$ cat src/rtl/audio_sd_dac.sv
// audio_sd_dac
// Per-channel audio DAC front end: resamples a quasi-static unsigned sample
// once per SAMPLE_DIV clocks, linearly interpolates from the previous sample
// towards the new one in 2^INTERP_K steps, and drives a second-order
// delta-sigma modulator whose 1-bit output feeds the board RC filter.
//
// Ports
//   clk_sys     in   system clock, all logic on rising edge
//   reset       in   synchronous active-high reset
//   audio_in    in   IN_W-bit unsigned sample, sampled only at the strobe
//   sample_stb  out  one-cycle pulse coinciding with the capture edge
//   interp_out  out  IN_W+INTERP_K-bit interpolated value (debug)
//   dac_out     out  delta-sigma bitstream
//
// SAMPLE_DIV must be a multiple of 2^INTERP_K so each interpolation step
// lasts a whole number of clocks and the last step ends on the strobe.
module audio_sd_dac #(
    parameter int IN_W       = 6,
    parameter int INTERP_K   = 4,
    parameter int SAMPLE_DIV = 448
) (
    input  logic                         clk_sys,
    input  logic                         reset,
    input  logic [IN_W-1:0]              audio_in,
    output logic                         sample_stb,
    output logic [IN_W+INTERP_K-1:0]     interp_out,
    output logic                         dac_out
);

    localparam int W      = IN_W + INTERP_K;
    localparam int DIV_W  = $clog2(SAMPLE_DIV);
    localparam int STEP_N = SAMPLE_DIV >> INTERP_K;
    localparam int STEP_W = (STEP_N > 1) ? $clog2(STEP_N) : 1;
    localparam int PW     = W + 2;   // interpolator arithmetic width (signed)
    localparam int SW     = W + 4;   // modulator integrator width
    localparam int EW     = W + 6;   // headroom for integrator sums before clamp

    localparam logic signed [EW-1:0] HALF_E = EW'(2 ** (W - 1));
    localparam logic signed [EW-1:0] LIM_E  = EW'(2 ** (W + 2) - 1);
    localparam logic signed [EW-1:0] NLIM_E = -LIM_E;

    // Sample divider / interpolator state
    logic [DIV_W-1:0]        div_cnt_q;
    logic [STEP_W-1:0]       step_cnt_q;
    logic [INTERP_K-1:0]     phase_q;
    logic [IN_W-1:0]         prev_q;
    logic [IN_W-1:0]         held_q;
    logic signed [IN_W:0]    delta_q;
    logic                    sample_stb_q;
    logic [W-1:0]            interp_q;

    // Modulator state
    logic signed [SW-1:0]    i1_q;
    logic signed [SW-1:0]    i2_q;
    logic                    dac_q;

    // Next-state values
    logic                    last_d;
    logic                    step_wrap_d;
    logic signed [IN_W:0]    delta_d;
    logic [W-1:0]            interp_d;
    logic signed [SW-1:0]    i1_d;
    logic signed [SW-1:0]    i2_d;
    logic                    dac_d;

    logic signed [PW-1:0]    held_ext;
    logic signed [PW-1:0]    delta_ext;
    logic signed [PW-1:0]    phase_ext;
    logic signed [PW-1:0]    interp_sum;
    logic signed [EW-1:0]    xs;
    logic signed [EW-1:0]    fb;
    logic signed [EW-1:0]    i1_sum;
    logic signed [EW-1:0]    i2_sum;

    function automatic logic signed [SW-1:0] sat(input logic signed [EW-1:0] v);
        logic signed [SW-1:0] r;
        if (v > LIM_E) begin
            r = LIM_E[SW-1:0];
        end else if (v < NLIM_E) begin
            r = NLIM_E[SW-1:0];
        end else begin
            r = v[SW-1:0];
        end
        return r;
    endfunction

    always_comb begin
        last_d      = (div_cnt_q == DIV_W'(SAMPLE_DIV - 1));
        step_wrap_d = (step_cnt_q == STEP_W'(STEP_N - 1));
        delta_d     = $signed({1'b0, audio_in}) - $signed({1'b0, prev_q});

        // held*2^K + delta*phase; the ramp never leaves [0, (2^IN_W-1)<<K]
        // so the truncation back to W bits is lossless.
        held_ext   = $signed(PW'(held_q)) <<< INTERP_K;
        delta_ext  = PW'(delta_q);
        phase_ext  = $signed(PW'(phase_q));
        interp_sum = held_ext + delta_ext * phase_ext;
        interp_d   = interp_sum[W-1:0];

        // Modulator input is centred on mid-scale; feedback is +-half-scale.
        xs     = $signed(EW'(interp_q)) - HALF_E;
        fb     = dac_q ? HALF_E : -HALF_E;
        i1_sum = EW'(i1_q) + xs - fb;
        // Second integrator takes the registered first-integrator value.
        i2_sum = EW'(i2_q) + EW'(i1_q) - fb;
        i1_d   = sat(i1_sum);
        i2_d   = sat(i2_sum);
        dac_d  = ~i2_d[SW-1];
    end

    always_ff @(posedge clk_sys) begin
        if (reset) begin
            div_cnt_q    <= '0;
            step_cnt_q   <= '0;
            phase_q      <= '0;
            prev_q       <= '0;
            held_q       <= '0;
            delta_q      <= '0;
            sample_stb_q <= 1'b0;
            interp_q     <= '0;
            i1_q         <= '0;
            i2_q         <= '0;
            dac_q        <= 1'b0;
        end else begin
            div_cnt_q    <= last_d ? '0 : div_cnt_q + DIV_W'(1);
            sample_stb_q <= last_d;
            if (last_d) begin
                prev_q     <= audio_in;
                held_q     <= prev_q;
                delta_q    <= delta_d;
                phase_q    <= '0;
                step_cnt_q <= '0;
            end else if (step_wrap_d) begin
                step_cnt_q <= '0;
                if (phase_q != {INTERP_K{1'b1}}) begin
                    phase_q <= phase_q + INTERP_K'(1);
                end
            end else begin
                step_cnt_q <= step_cnt_q + STEP_W'(1);
            end
            interp_q <= interp_d;
            i1_q     <= i1_d;
            i2_q     <= i2_d;
            dac_q    <= dac_d;
        end
    end

    assign sample_stb = sample_stb_q;
    assign interp_out = interp_q;
    assign dac_out    = dac_q;

endmodule

$ cat config.mk
export PLATFORM = sky130hd
export DESIGN_NAME = audio_sd_dac
export DESIGN_NICKNAME = d
export VERILOG_FILES = /design/src/rtl/audio_sd_dac.sv
export SDC_FILE = /design/constraint.sdc
export NUM_CORES = 1
export LEC_CHECK = 0
export CAP_MARGIN = 0
export CORE_MARGIN = 8
export CORE_UTILIZATION = 40
export DETAILED_ROUTE_END_ITERATION = 10
export SLEW_MARGIN = 20
export SYNTH_ARGS = -nofsm -noshare
export SYNTH_HDL_FRONTEND = slang
export SYNTH_SLANG_ARGS = --single-unit
$ cat constraint.sdc
create_clock -name clk_sys -period 3.3 [get_ports clk_sys]
set_input_delay 0.66 -clock clk_sys [delete_from_list [all_inputs] [get_ports clk_sys]]
set_output_delay 0.66 -clock clk_sys [all_outputs]
set_load 0.05 [all_outputs]
==> results of run 1 <==
state kept, by name (all words and copies together), names as in the netlist:
| name | flops |
|---|---|
| i1_q | 14 |
| div_cnt_q | 9 |
| delta_q | 7 |
| dac_out | 1 |
| phase_q | 4 |
| interp_out | 10 |
| prev_q | 6 |
| sample_stb | 1 |
| held_q | 6 |
| i2_q | 14 |
| step_cnt_q | 5 |
through the flow:
stage / cell area, µm² / setup WS (ns) / hold WS, ns / utilization [%]
floorplan: 5990 / 0.00444 / 0.418 / -
detailed placement: 6640 / -0.0247 / 0.440 / 45.7
CTS: 6930 / -0.00432 / 0.453 / 47.7
global route: 7090 / -0.119 / 0.468 / 48.8
global placement: 6640 / 0.0202 / 0.428 / 45.7
finish: 7090 / 0.0293 / 0.455 / 48.8
final timing paths:
kind	startpoint	to	slack, ns	cells past startpoint
min	step_cnt_q[0]$_SDFF_PP0_	step_cnt_q[0]$_SDFF_PP0_	0.45	1
max	phase_q[1]$_SDFFE_PP0P_	interp_out[8]$_SDFF_PP0_	0.03	13
max reg2reg	phase_q[1]$_SDFFE_PP0P_	interp_out[8]$_SDFF_PP0_	0.03	13
min reg2reg	step_cnt_q[0]$_SDFF_PP0_	step_cnt_q[0]$_SDFF_PP0_	0.45	1
Yosys cell counts (all sizes together), types with 11 or more instances:
cell type,instances
clkbuf,16
and2,26
a211oi,11
a21oi,56
a21o,12
nand2b,15
nand3,16
nand2,62
xor2,21
o21ai,21
inv,104
fa,26
nor2b,18
ha,76
nor2,59
dfxtp,77
xnor2,25
layer usage:
layer | track usage (%) | routed length (µm) | share of wire, % | vias to the layer above
li1 | - | - | - | 2523
met1 | 15.5 | 5740 | 45 | 2279
met2 | 23.6 | 6620 | 51 | 47
met3 | 2.88 | 354 | 2.7 | 14
met4 | 4.41 | 181 | 1.4 | 0
met5 | 0 | 0 | 0 | -
area by class of cell:
type                       instances  area, µm²  area share [%]
inverter                         104        393            5.54
clock inverter                     6       46.3           0.653
timing repair buffer              65        536            7.55
sequential                        77       1550            21.9
multi-input combinational        520       4110            57.9
clock buffer                      10        229            3.23
tap                              184        230            3.25
critical path: stages, from the launching register on:
cell                      delay [ns]
sky130_fd_sc_hd__dfxtp_2        0.34
sky130_fd_sc_hd__and2_4         0.14
sky130_fd_sc_hd__fa_1           0.49
sky130_fd_sc_hd__inv_1          0.05
sky130_fd_sc_hd__fa_1           0.44
sky130_fd_sc_hd__fa_1           0.55
sky130_fd_sc_hd__inv_1          0.06
sky130_fd_sc_hd__ha_1           0.26
sky130_fd_sc_hd__a21o_1         0.16
sky130_fd_sc_hd__a21o_1         0.17
sky130_fd_sc_hd__a21o_1         0.16
sky130_fd_sc_hd__a21oi_2        0.12
sky130_fd_sc_hd__xor2_1         0.14
sky130_fd_sc_hd__nor2_1         0.06
timing repair:
action | in CTS | in global routing
gates resized for setup | 2 | 28
pin swaps | 5 | 8
endpoints found under the setup margin | 4 | 26
setup buffers | 1 | 3
logic make-up (layout without fill, tap and decap cells):
kind of cell,count (synthesis),count (layout),share of synthesized area [%]
XOR/XNOR,46,46,6.75
adder cells (fa/ha/maj),102,102,24.7
AO/OA/AOI/OAI,140,140,15.3
multiplexers,1,1,0.168
buffers and inverters,124,185,7.91
AND/OR/NAND/NOR,231,231,19.4
flip-flops,77,77,25.8
==> flow_summary.rst, run 1 <==
.. list-table::
   :header-rows: 1

   * - Metric
     - Value
   * - Result of the run
     - completed
   * - CTS hold repair buffers
     - 0
   * - Leading cell type in the layout, fill and taps excluded
     - sky130_fd_sc_hd__inv_1
   * - Crit-path max FO
     - 5
   * - CTS Root Cell
     - sky130_fd_sc_hd__clkbuf_16
   * - Die height
     - 138 µm
   * - Worst rel slew slack
     - 64.9%
   * - I/O Buffers
     - 19
   * - Worst Setup Path Type
     - reg -> reg
   * - Initial antenna violation count
     - 0
   * - Req. time, crit path
     - 3.52 ns
   * - Post-route clock period utilization
     - 99.1%
   * - Fraction of final layout cells with drive strength greater than 1
     - 13.2%
   * - WP data arrival
     - 3.49 ns
   * - Unrepaired setup endpoints after global routing
     - yes
   * - Synthesized area divided by synthesized cell count
     - 8.27 µm²
   * - # clock sinks
     - 77
   * - Clock latency on the worst-skew pair
     - 0.34 ns
   * - Post-detailed-route DRC marker count
     - 0
   * - Timing-limited maximum frequency
     - 0.306 GHz
   * - Area of the mapped netlist
     - 5970 µm²
   * - Mean number of vias per cell
     - 5.03
   * - Clock transition at the registers of the reported paths
     - 0.07 ns
   * - Worst Hold Class
     - reg -> reg
   * - Num rows
     - 44
   * - Number of synthesized flops with an enable pin
     - 0
   * - First-pass GRT wire length
     - 21,700 µm
   * - Bufs on Longest Clock Path
     - 2
   * - Distinct cell type count of the synthesized netlist
     - 61
   * - Top FF cell, synth
     - sky130_fd_sc_hd__dfxtp_1
   * - Final-layout fill cell count
     - 1,407
   * - Area contributors post-synth
     - sky130_fd_sc_hd__dfxtp_1 26%, sky130_fd_sc_hd__ha_1 16%, sky130_fd_sc_hd__fa_1 8.7%, sky130_fd_sc_hd__inv_1 6.5%, sky130_fd_sc_hd__a21oi_1 4.6%
   * - Total number of nets in the final design
     - 887
   * - Area enclosed by the die boundary
     - 19,100 µm²
   * - Final HPWL from detailed placement
     - 10,200 µm
   * - Commonest cells after routing, fill and taps aside
     - 103 x sky130_fd_sc_hd__inv_1, 72 x sky130_fd_sc_hd__ha_1, 71 x sky130_fd_sc_hd__dfxtp_1, 61 x sky130_fd_sc_hd__nand2_1, 59 x sky130_fd_sc_hd__nor2_1
   * - Post-route insts no fill
     - 966
   * - GRT Util Overall
     - 13.3%
   * - TritonCTS clock tree
     - done
   * - Synthesis-stage register bit count
     - 77
   * - Net Count, Synth
     - 831
   * - Number of search-and-repair iterations in the first detailed-routing pass
     - 4
   * - Total Negative Setup Slacks
     - 0 ns
   * - Placed instance count
     - 946
   * - Cell count after synthesis
     - 721
   * - Congestion Overflow GR
     - 0
   * - Cell taking the most area after synthesis
     - sky130_fd_sc_hd__dfxtp_1
   * - Number of antenna cells inserted
     - 0
   * - CTS Buf Count
     - 9
   * - Number of setup violations in the final report
     - 0
   * - Starting density of the core
     - 41.0%
   * - Post-DRT Antenna Nets
     - 0
   * - Number of hold-slack violations in the final timing report
     - 0
   * - Core outline area
     - 14,500 µm²
   * - Clock Skew
     - 0.0136 ns
   * - H-tree levels
     - 3
   * - Fin. max-slew vios
     - 0
   * - Total via count after detailed routing
     - 4,863
   * - Die X
     - 138 µm
   * - Kind of launch point of the worst setup path
     - flop
   * - Slew at the pin with the worst max-slew slack
     - 0.525 ns
   * - Largest net degree at the start of global routing
     - 32
   * - Detailed-route wire length per cell
     - 13.4 µm
   * - Seq/Total Area, Yosys
     - 25.8%
   * - Area growth from synthesis to layout
     - 18.9%
   * - Boundary pin count
     - 20
   * - Weighted congestion at the end of routability-driven global placement
     - 0.834
   * - Starting DRC count in detailed routing
     - 215
   * - Critical path endpoint category
     - flop
   * - Synthesis warning total
     - 0
   * - Post-layout minimum cycle time
     - 3.27 ns
   * - Async S/R FF share, synth
     - 0%
   * - Reported max-cap violation count
     - 0
   * - Number of global-route vias before repair
     - 4,839
   * - Portion of synthesized cell area occupied by the leading cell type
     - 25.8%
   * - Total length of routed wires
     - 12,900 µm
Power of run 1 is not shown: default switching activity piles up to over one toggle a cycle in this logic, so the estimate is an artifact.
==> run 2: changes to the inputs <==
Settings changed: PLACE_DENSITY set to 0.57.
==> run 2 against run 1 <==
Compared with the run above:
- worst hold slack improved by 0.0016 ns
- non-clock buffer count increased by 10
- via count increased by 0.60%
- fmax decreased by 0.88%
- largest cell class unchanged
- clock-buffer cell count increased by 1
- first-iteration DRC count decreased by 9.3%
- global-route usage increased by 0.36 points
==> flow_summary.rst, run 2 (synthesized netlist as in run 1, its figures left out) <==
.. list-table::
   :header-rows: 1

   * - Metric
     - Value
   * - Result of the run
     - completed
   * - Number of setup violations in the final report
     - 0 (unchanged)
   * - Crit-path max cell delay
     - 0.54 ns (about the same)
   * - Reported max-cap violation count
     - 0 (unchanged)
   * - Worst Setup Path Type
     - reg -> reg
   * - Clock latency on the worst-skew pair
     - 0.35 ns (about the same)
   * - Starting density of the core
     - 41.0% (unchanged)
   * - Mean number of vias per cell
     - 5.01 (-0.43%)
   * - I/O Buffers
     - 19 (unchanged)
   * - Series of cell instances along the critical path
     - and2_4 -> fa_1 -> inv_1 -> fa_1 -> fa_1 -> inv_1 -> ha_1 -> a21o_1 -> a21o_1 -> a21o_1 -> a21oi_2 -> xor2_1 -> nor2_1
   * - Total via count after detailed routing
     - 4,892 (+0.60%)
   * - Worst rel slew slack
     - 66.1% (+1.3 points)
   * - Largest net degree at the start of global routing
     - 34 (+6.3%)
   * - Fraction of final layout cells with drive strength greater than 1
     - 12.5% (-0.67 points)
   * - Clock Skew
     - 0.00971 ns (-0.00390 ns)
   * - Area enclosed by the die boundary
     - 19,100 µm² (unchanged)
   * - Number of antenna cells inserted
     - 0 (unchanged)
   * - Final HPWL from detailed placement
     - 10,500 µm (+2.1%)
   * - Detailed-route wire length per cell
     - 13.3 µm (-0.23%)
   * - Fin. max-slew vios
     - 0 (unchanged)
   * - Core utilization of the finished layout
     - 48.7% (-0.060 points)
   * - Area growth from synthesis to layout
     - 18.7%
   * - Number of search-and-repair iterations in the first detailed-routing pass
     - 4 (unchanged)
   * - Area post-placement
     - 6730 µm² (+1.3%)
   * - Starting DRC count in detailed routing
     - 195 (-9.3%)
   * - Core outline area
     - 14,500 µm² (unchanged)
   * - Number of hold-slack violations in the final timing report
     - 0 (unchanged)
   * - Congestion Overflow GR
     - 0 (unchanged)
   * - TritonCTS clock tree
     - done
   * - # clock sinks
     - 77 (unchanged)
   * - CTS Buf Count
     - 9 (unchanged)
   * - Tightest hold margin
     - 0.456 ns (+0.00158 ns)
   * - Post-DRT Antenna Nets
     - 0 (unchanged)
   * - Post-layout minimum cycle time
     - 3.30 ns (+0.0291 ns)
   * - Crit-path max FO
     - 5 (unchanged)
   * - Initial antenna violation count
     - 0 (unchanged)
   * - Die height
     - 138 µm (unchanged)
   * - Final instance area
     - 7080 µm² (-0.12%)
   * - CTS Root Cell
     - sky130_fd_sc_hd__clkbuf_16
   * - First-pass GRT wire length
     - 22,200 µm (+2.2%)
   * - H-tree levels
     - 3 (unchanged)
   * - Bufs on Longest Clock Path
     - 2 (unchanged)
   * - Die X
     - 138 µm (unchanged)
   * - Slew at the pin with the worst max-slew slack
     - 0.506 ns (-0.0187 ns)
   * - Weighted congestion at the end of routability-driven global placement
     - 0.862 (+3.4%)
   * - Total number of nets in the final design
     - 897 (+1.1%)
   * - Cell class contributing the biggest share of worst-path delay
     - adder cells
   * - Critical path endpoint category
     - flop
   * - Post-route clock period utilization
     - 100% (+0.88 points)
   * - Slowest library cell on the worst path
     - sky130_fd_sc_hd__fa_1
   * - Commonest cells after routing, fill and taps aside
     - 103 x sky130_fd_sc_hd__inv_1, 74 x sky130_fd_sc_hd__ha_1, 72 x sky130_fd_sc_hd__dfxtp_1, 62 x sky130_fd_sc_hd__nand2_1, 59 x sky130_fd_sc_hd__nor2_1
   * - Num rows
     - 44 (unchanged)
   * - Total length of routed wires
     - 13,000 µm (+0.80%)
   * - Leading cell type in the layout, fill and taps excluded
     - sky130_fd_sc_hd__inv_1
   * - Timing-limited maximum frequency
     - 0.303 GHz (-0.88%)
   * - Boundary pin count
     - 20 (unchanged)
   * - Unrepaired setup endpoints after global routing
     - yes
   * - Number of global-route vias before repair
     - 4,962 (+2.5%)
   * - Clock transition at the registers of the reported paths
     - 0.06 ns (about the same)
   * - Worst Hold Class
     - reg -> reg
   * - Kind of launch point of the worst setup path
     - flop
   * - Req. time, crit path
     - 3.52 ns (about the same)
   * - CTS hold repair buffers
     - 0 (unchanged)
   * - WP buf/inv
     - 2 (unchanged)
   * - WP data arrival
     - 3.52 ns (+0.03 ns)
   * - Post-detailed-route DRC marker count
     - 0 (unchanged)
   * - GRT Util Overall
     - 13.7% (+0.36 points)
-- run 2: cell count changes in the layout (fill, tap and decap cells not counted), sizes merged --
cell and delta:
clkinvlp -1, clkinv +1, clkdlybuf4s50 -1, buf +11, bufinv +1, clkbuf +1
inv -2
-- run 2: tightest hold or removal path: cells and delay by family, from the launching register on --
family | cells | cell delay, ns
flops | 1 | 0.31
compound gates | 1 | 0.05
simple gates | 1 | 0.05
-- run 2: final cells by class --
type / count / area (µm²)
Clock buffer: 11 / 243
Multi-Input combinational cell: 520 / 4000
Timing Repair Buffer: 75 / 606
Clock inverter: 5 / 60.1
Fill cell: 1461 / 7450
Tap cell: 184 / 230
Sequential cell: 77 / 1550
Inverter: 104 / 390
-- run 2: worst paths after layout --
check / cells after the start / endpoint / slack [ns] / start
worst max register to register: 13 / interp_out[8]$_SDFF_PP0_ / 0.0002 / phase_q[1]$_SDFFE_PP0P_
worst min register to register: 2 / held_q[4]$_SDFFE_PP0P_ / 0.46 / held_q[4]$_SDFFE_PP0P_
worst min-delay path: 2 / held_q[4]$_SDFFE_PP0P_ / 0.46 / held_q[4]$_SDFFE_PP0P_
worst max-delay path: 13 / interp_out[8]$_SDFF_PP0_ / 0.0002 / phase_q[1]$_SDFFE_PP0P_
-- run 2: metal layers --
metal / wire length (µm) / share of wire, % / vias to the layer above / GRT usage, %
met3: 333 / 2.6 / 32 / 2.84
met2: 6510 / 50 / 60 / 23.8
met4: 463 / 3.6 / 0 / 6.75
li1: - / - / 2543 / -
met1: 5690 / 44 / 2257 / 15.6
met5: 0 / 0 / - / 0
-- run 2: per-stage QoR --
| step | setup TNS [ns] | cells | worst slack (ns) |
|---|---|---|---|
| 2_1_floorplan | 0 | 721 | 0.00444 |
| 3_3_place_gp | 0 | 958 | 0.0265 |
| 3_5_place_dp | -0.0446 | 958 | -0.0292 |
| 4_1_cts | -0.0178 | 975 | -0.0178 |
| 5_1_grt | -1.03 | 976 | -0.170 |
| 6_report | 0 | 976 | 0.000179 |
-- run 2: what timing repair did --
item	CTS	global route
pin swaps	0	4
endpoints found under the setup margin	2	24
setup buffers	1	1
resized for setup	3	9
Power of run 2 is left out for the same reason.
==> run 3: changes to the inputs <==
Settings changed: CORE_ASPECT_RATIO set to 0.6.
==> run 3 against run 2 <==
Compared with the run above:
- the run now ends with negative setup slack left
- global-route usage rose by 1.5 points
- cell area grew 3.4%
- fmax is 1.6% lower
- wire length rose by 12%
- register-to-register slack worse by 0.05 ns
- clock-buffer cell count shrank 2
- largest cell class unchanged
==> flow_summary.rst, run 3 (synthesized netlist as in run 1, its figures left out) <==
.. list-table::
   :header-rows: 1

   * - Metric
     - Value
   * - Result of the run
     - finished, violations left
   * - Violated checks
     - negative setup slack
   * - Bufs on Longest Clock Path
     - 2 (unchanged)
   * - Worst rel slew slack
     - 62.3% (-3.8 points)
   * - Initial antenna violation count
     - 0 (unchanged)
   * - Mean number of vias per cell
     - 4.99 (-0.36%)
   * - Clock latency on the worst-skew pair
     - 0.34 ns (about the same)
   * - Number of global-route vias before repair
     - 4,866 (-1.9%)
   * - Timing-limited maximum frequency
     - 0.298 GHz (-1.6%)
   * - Tightest hold margin
     - 0.456 ns (+0.000316 ns)
   * - Crit Reg-Reg Endpoint
     - interp_out[8]$_SDFF_PP0_
   * - I/O Buffers
     - 19 (unchanged)
   * - Clock transition at the registers of the reported paths
     - 0.06 ns (about the same)
   * - Depth of the most critical reg-to-reg path
     - 13 (unchanged)
   * - Critical path endpoint category
     - flop
   * - Post-detailed-route DRC marker count
     - 0 (unchanged)
   * - # clock sinks
     - 77 (unchanged)
   * - Placed instance count
     - 975 (+1.8%)
   * - Starting DRC count in detailed routing
     - 279 (+43%)
   * - WP data arrival
     - 3.57 ns (+0.05 ns)
   * - Worst setup path endpoint
     - interp_out[8]$_SDFF_PP0_
   * - Final HPWL from detailed placement
     - 11,500 µm (+9.5%)
   * - Worst Hold Class
     - reg -> reg
   * - Core utilization of the finished layout
     - 50.3% (+1.6 points)
   * - Post-Place Setup Slack
     - -0.107 ns (-0.0782 ns)
   * - CTS Buf Count
     - 9 (unchanged)
   * - Slew at the pin with the worst max-slew slack
     - 0.559 ns (+0.0525 ns)
   * - GRT Util Overall
     - 15.2% (+1.5 points)
   * - Clock Skew
     - 0.00589 ns (-0.00381 ns)
   * - First-pass GRT wire length
     - 24,000 µm (+8.0%)
   * - Crit-path max FO
     - 3 (-2)
   * - Total length of routed wires
     - 14,600 µm (+12%)
   * - TritonCTS clock tree
     - done
   * - Commonest cells after routing, fill and taps aside
     - 102 x sky130_fd_sc_hd__inv_1, 72 x sky130_fd_sc_hd__ha_1, 71 x sky130_fd_sc_hd__dfxtp_1, 66 x sky130_fd_sc_hd__buf_4, 61 x sky130_fd_sc_hd__nand2_1
   * - Post-DRT Antenna Nets
     - 0 (unchanged)
   * - Die X
     - 174 µm (+26%)
   * - Fin. max-slew vios
     - 0 (unchanged)
   * - Final setup margin
     - -0.0527 ns (-0.0529 ns)
   * - Origin of the worst setup path
     - phase_q[0]$_SDFFE_PP0P_
   * - Die height
     - 111 µm (-20%)
   * - Unrepaired setup endpoints after global routing
     - yes
   * - Post-route clock period utilization
     - 102% (+1.6 points)
   * - Post-route insts no fill
     - 1,002 (+2.7%)
   * - Reported max-cap violation count
     - 0 (unchanged)
   * - RR Startpoint
     - phase_q[0]$_SDFFE_PP0P_
   * - Starting density of the core
     - 41.0% (-0.042 points)
   * - Post-layout minimum cycle time
     - 3.35 ns (+0.0529 ns)
   * - Final-layout fill cell count
     - 1,417 (-3.0%)
   * - CTS Root Cell
     - sky130_fd_sc_hd__clkbuf_16
   * - Largest net degree at the start of global routing
     - 36 (+5.9%)
   * - Total number of nets in the final design
     - 909 (+1.3%)
   * - Core outline area
     - 14,500 µm² (+0.10%)
   * - Number of setup violations in the final report
     - 3 (+3)
   * - Boundary pin count
     - 20 (unchanged)
   * - Kind of launch point of the worst setup path
     - flop
   * - H-tree levels
     - 3 (unchanged)
   * - Worst Setup Path Type
     - reg -> reg
   * - Leading cell type in the layout, fill and taps excluded
     - sky130_fd_sc_hd__inv_1
   * - Flop2flop setup slack
     - -0.05 ns (-0.05 ns)
   * - Req. time, crit path
     - 3.51 ns (about the same)
   * - Fraction of final layout cells with drive strength greater than 1
     - 16.0% (+3.5 points)
   * - Weighted congestion at the end of routability-driven global placement
     - 0.841 (-2.4%)
   * - Area growth from synthesis to layout
     - 22.8%
   * - Num rows
     - 34 (-23%)
   * - Number of search-and-repair iterations in the first detailed-routing pass
     - 5 (+1)
   * - Total via count after detailed routing
     - 5,004 (+2.3%)
   * - Number of hold-slack violations in the final timing report
     - 0 (unchanged)
   * - Number of antenna cells inserted
     - 0 (unchanged)
   * - Congestion Overflow GR
     - 0 (unchanged)
   * - Detailed-route wire length per cell
     - 14.6 µm (+9.5%)
   * - Area enclosed by the die boundary
     - 19,200 µm² (+0.67%)
   * - CTS hold repair buffers
     - 0 (unchanged)
run 3: changes by cell type in the layout (fill, tap and decap cells not counted), moves of 2 or more:
cell / change
sky130_fd_sc_hd__buf_4: +10
sky130_fd_sc_hd__o21ai_1: +2
sky130_fd_sc_hd__ha_4: +2
sky130_fd_sc_hd__o21ai_0: -2
sky130_fd_sc_hd__inv_6: +3
sky130_fd_sc_hd__ha_1: -2
run 3: what timing repair did:
| action | 4_1_cts | 5_1_grt |
|---|---|---|
| setup endpoints to repair | 16 | 28 |
| buffers inserted | 7 | 4 |
| gates resized for setup | 17 | 19 |
| pin swaps | 15 | 10 |
| gates cloned | 0 | 0 |
run 3: how the worst min path moves through the flow:
stage	from	endpoint	slack, ns	depth (start not counted)
after detailed placement	held_q[4]$_SDFFE_PP0P_	held_q[4]$_SDFFE_PP0P_	0.45	2
after global placement	step_cnt_q[0]$_SDFF_PP0_	step_cnt_q[0]$_SDFF_PP0_	0.43	1
final	held_q[4]$_SDFFE_PP0P_	held_q[4]$_SDFFE_PP0P_	0.46	2
after CTS	held_q[4]$_SDFFE_PP0P_	held_q[4]$_SDFFE_PP0P_	0.46	2
after global routing	step_cnt_q[0]$_SDFF_PP0_	step_cnt_q[0]$_SDFF_PP0_	0.49	1
after floorplan	step_cnt_q[0]$_SDFF_PP0_	step_cnt_q[0]$_SDFF_PP0_	0.42	1
run 3: per-stage QoR:
step	area (µm²)	TNS (ns)
floorplan	5990	0
global placement	6770	-0.513
detailed placement	6770	-0.642
CTS	7180	-0.0895
global route	7320	-1.89
finish	7320	-0.104
run 3: worst max-delay path, stage by stage, from the launching register on:
cell and delay, ns:
sky130_fd_sc_hd__dfxtp_2 0.33, sky130_fd_sc_hd__and2_4 0.16, sky130_fd_sc_hd__fa_1 0.53, sky130_fd_sc_hd__inv_1 0.06, sky130_fd_sc_hd__fa_1 0.45, sky130_fd_sc_hd__fa_1 0.51, sky130_fd_sc_hd__inv_1 0.05, sky130_fd_sc_hd__ha_1 0.26
sky130_fd_sc_hd__a21o_1 0.16, sky130_fd_sc_hd__a21o_1 0.17, sky130_fd_sc_hd__a21o_1 0.17, sky130_fd_sc_hd__a21oi_2 0.15, sky130_fd_sc_hd__xor2_1 0.17, sky130_fd_sc_hd__nor2_1 0.05
run 3: layer usage:
layer	GRT usage, %	wire (µm)	part of all wire (%)
met1	23.0	8240	56
met2	21.5	5690	39
met3	3.16	598	4.1
met4	2.89	97	0.66
met5	0	0	0
run 3: cell type report:
| type | instances | area [µm²] | area share [%] |
|---|---|---|---|
| Tap cell | 198 | 248 | 3.38 |
| Multi-Input combinational cell | 520 | 4120 | 56.2 |
| Sequential cell | 77 | 1550 | 21.2 |
| Timing Repair Buffer | 87 | 712 | 9.72 |
| Inverter | 104 | 390 | 5.33 |
| Clock buffer | 9 | 225 | 3.07 |
| Clock inverter | 7 | 81.3 | 1.11 |
Power of run 3 is left out for the same reason.
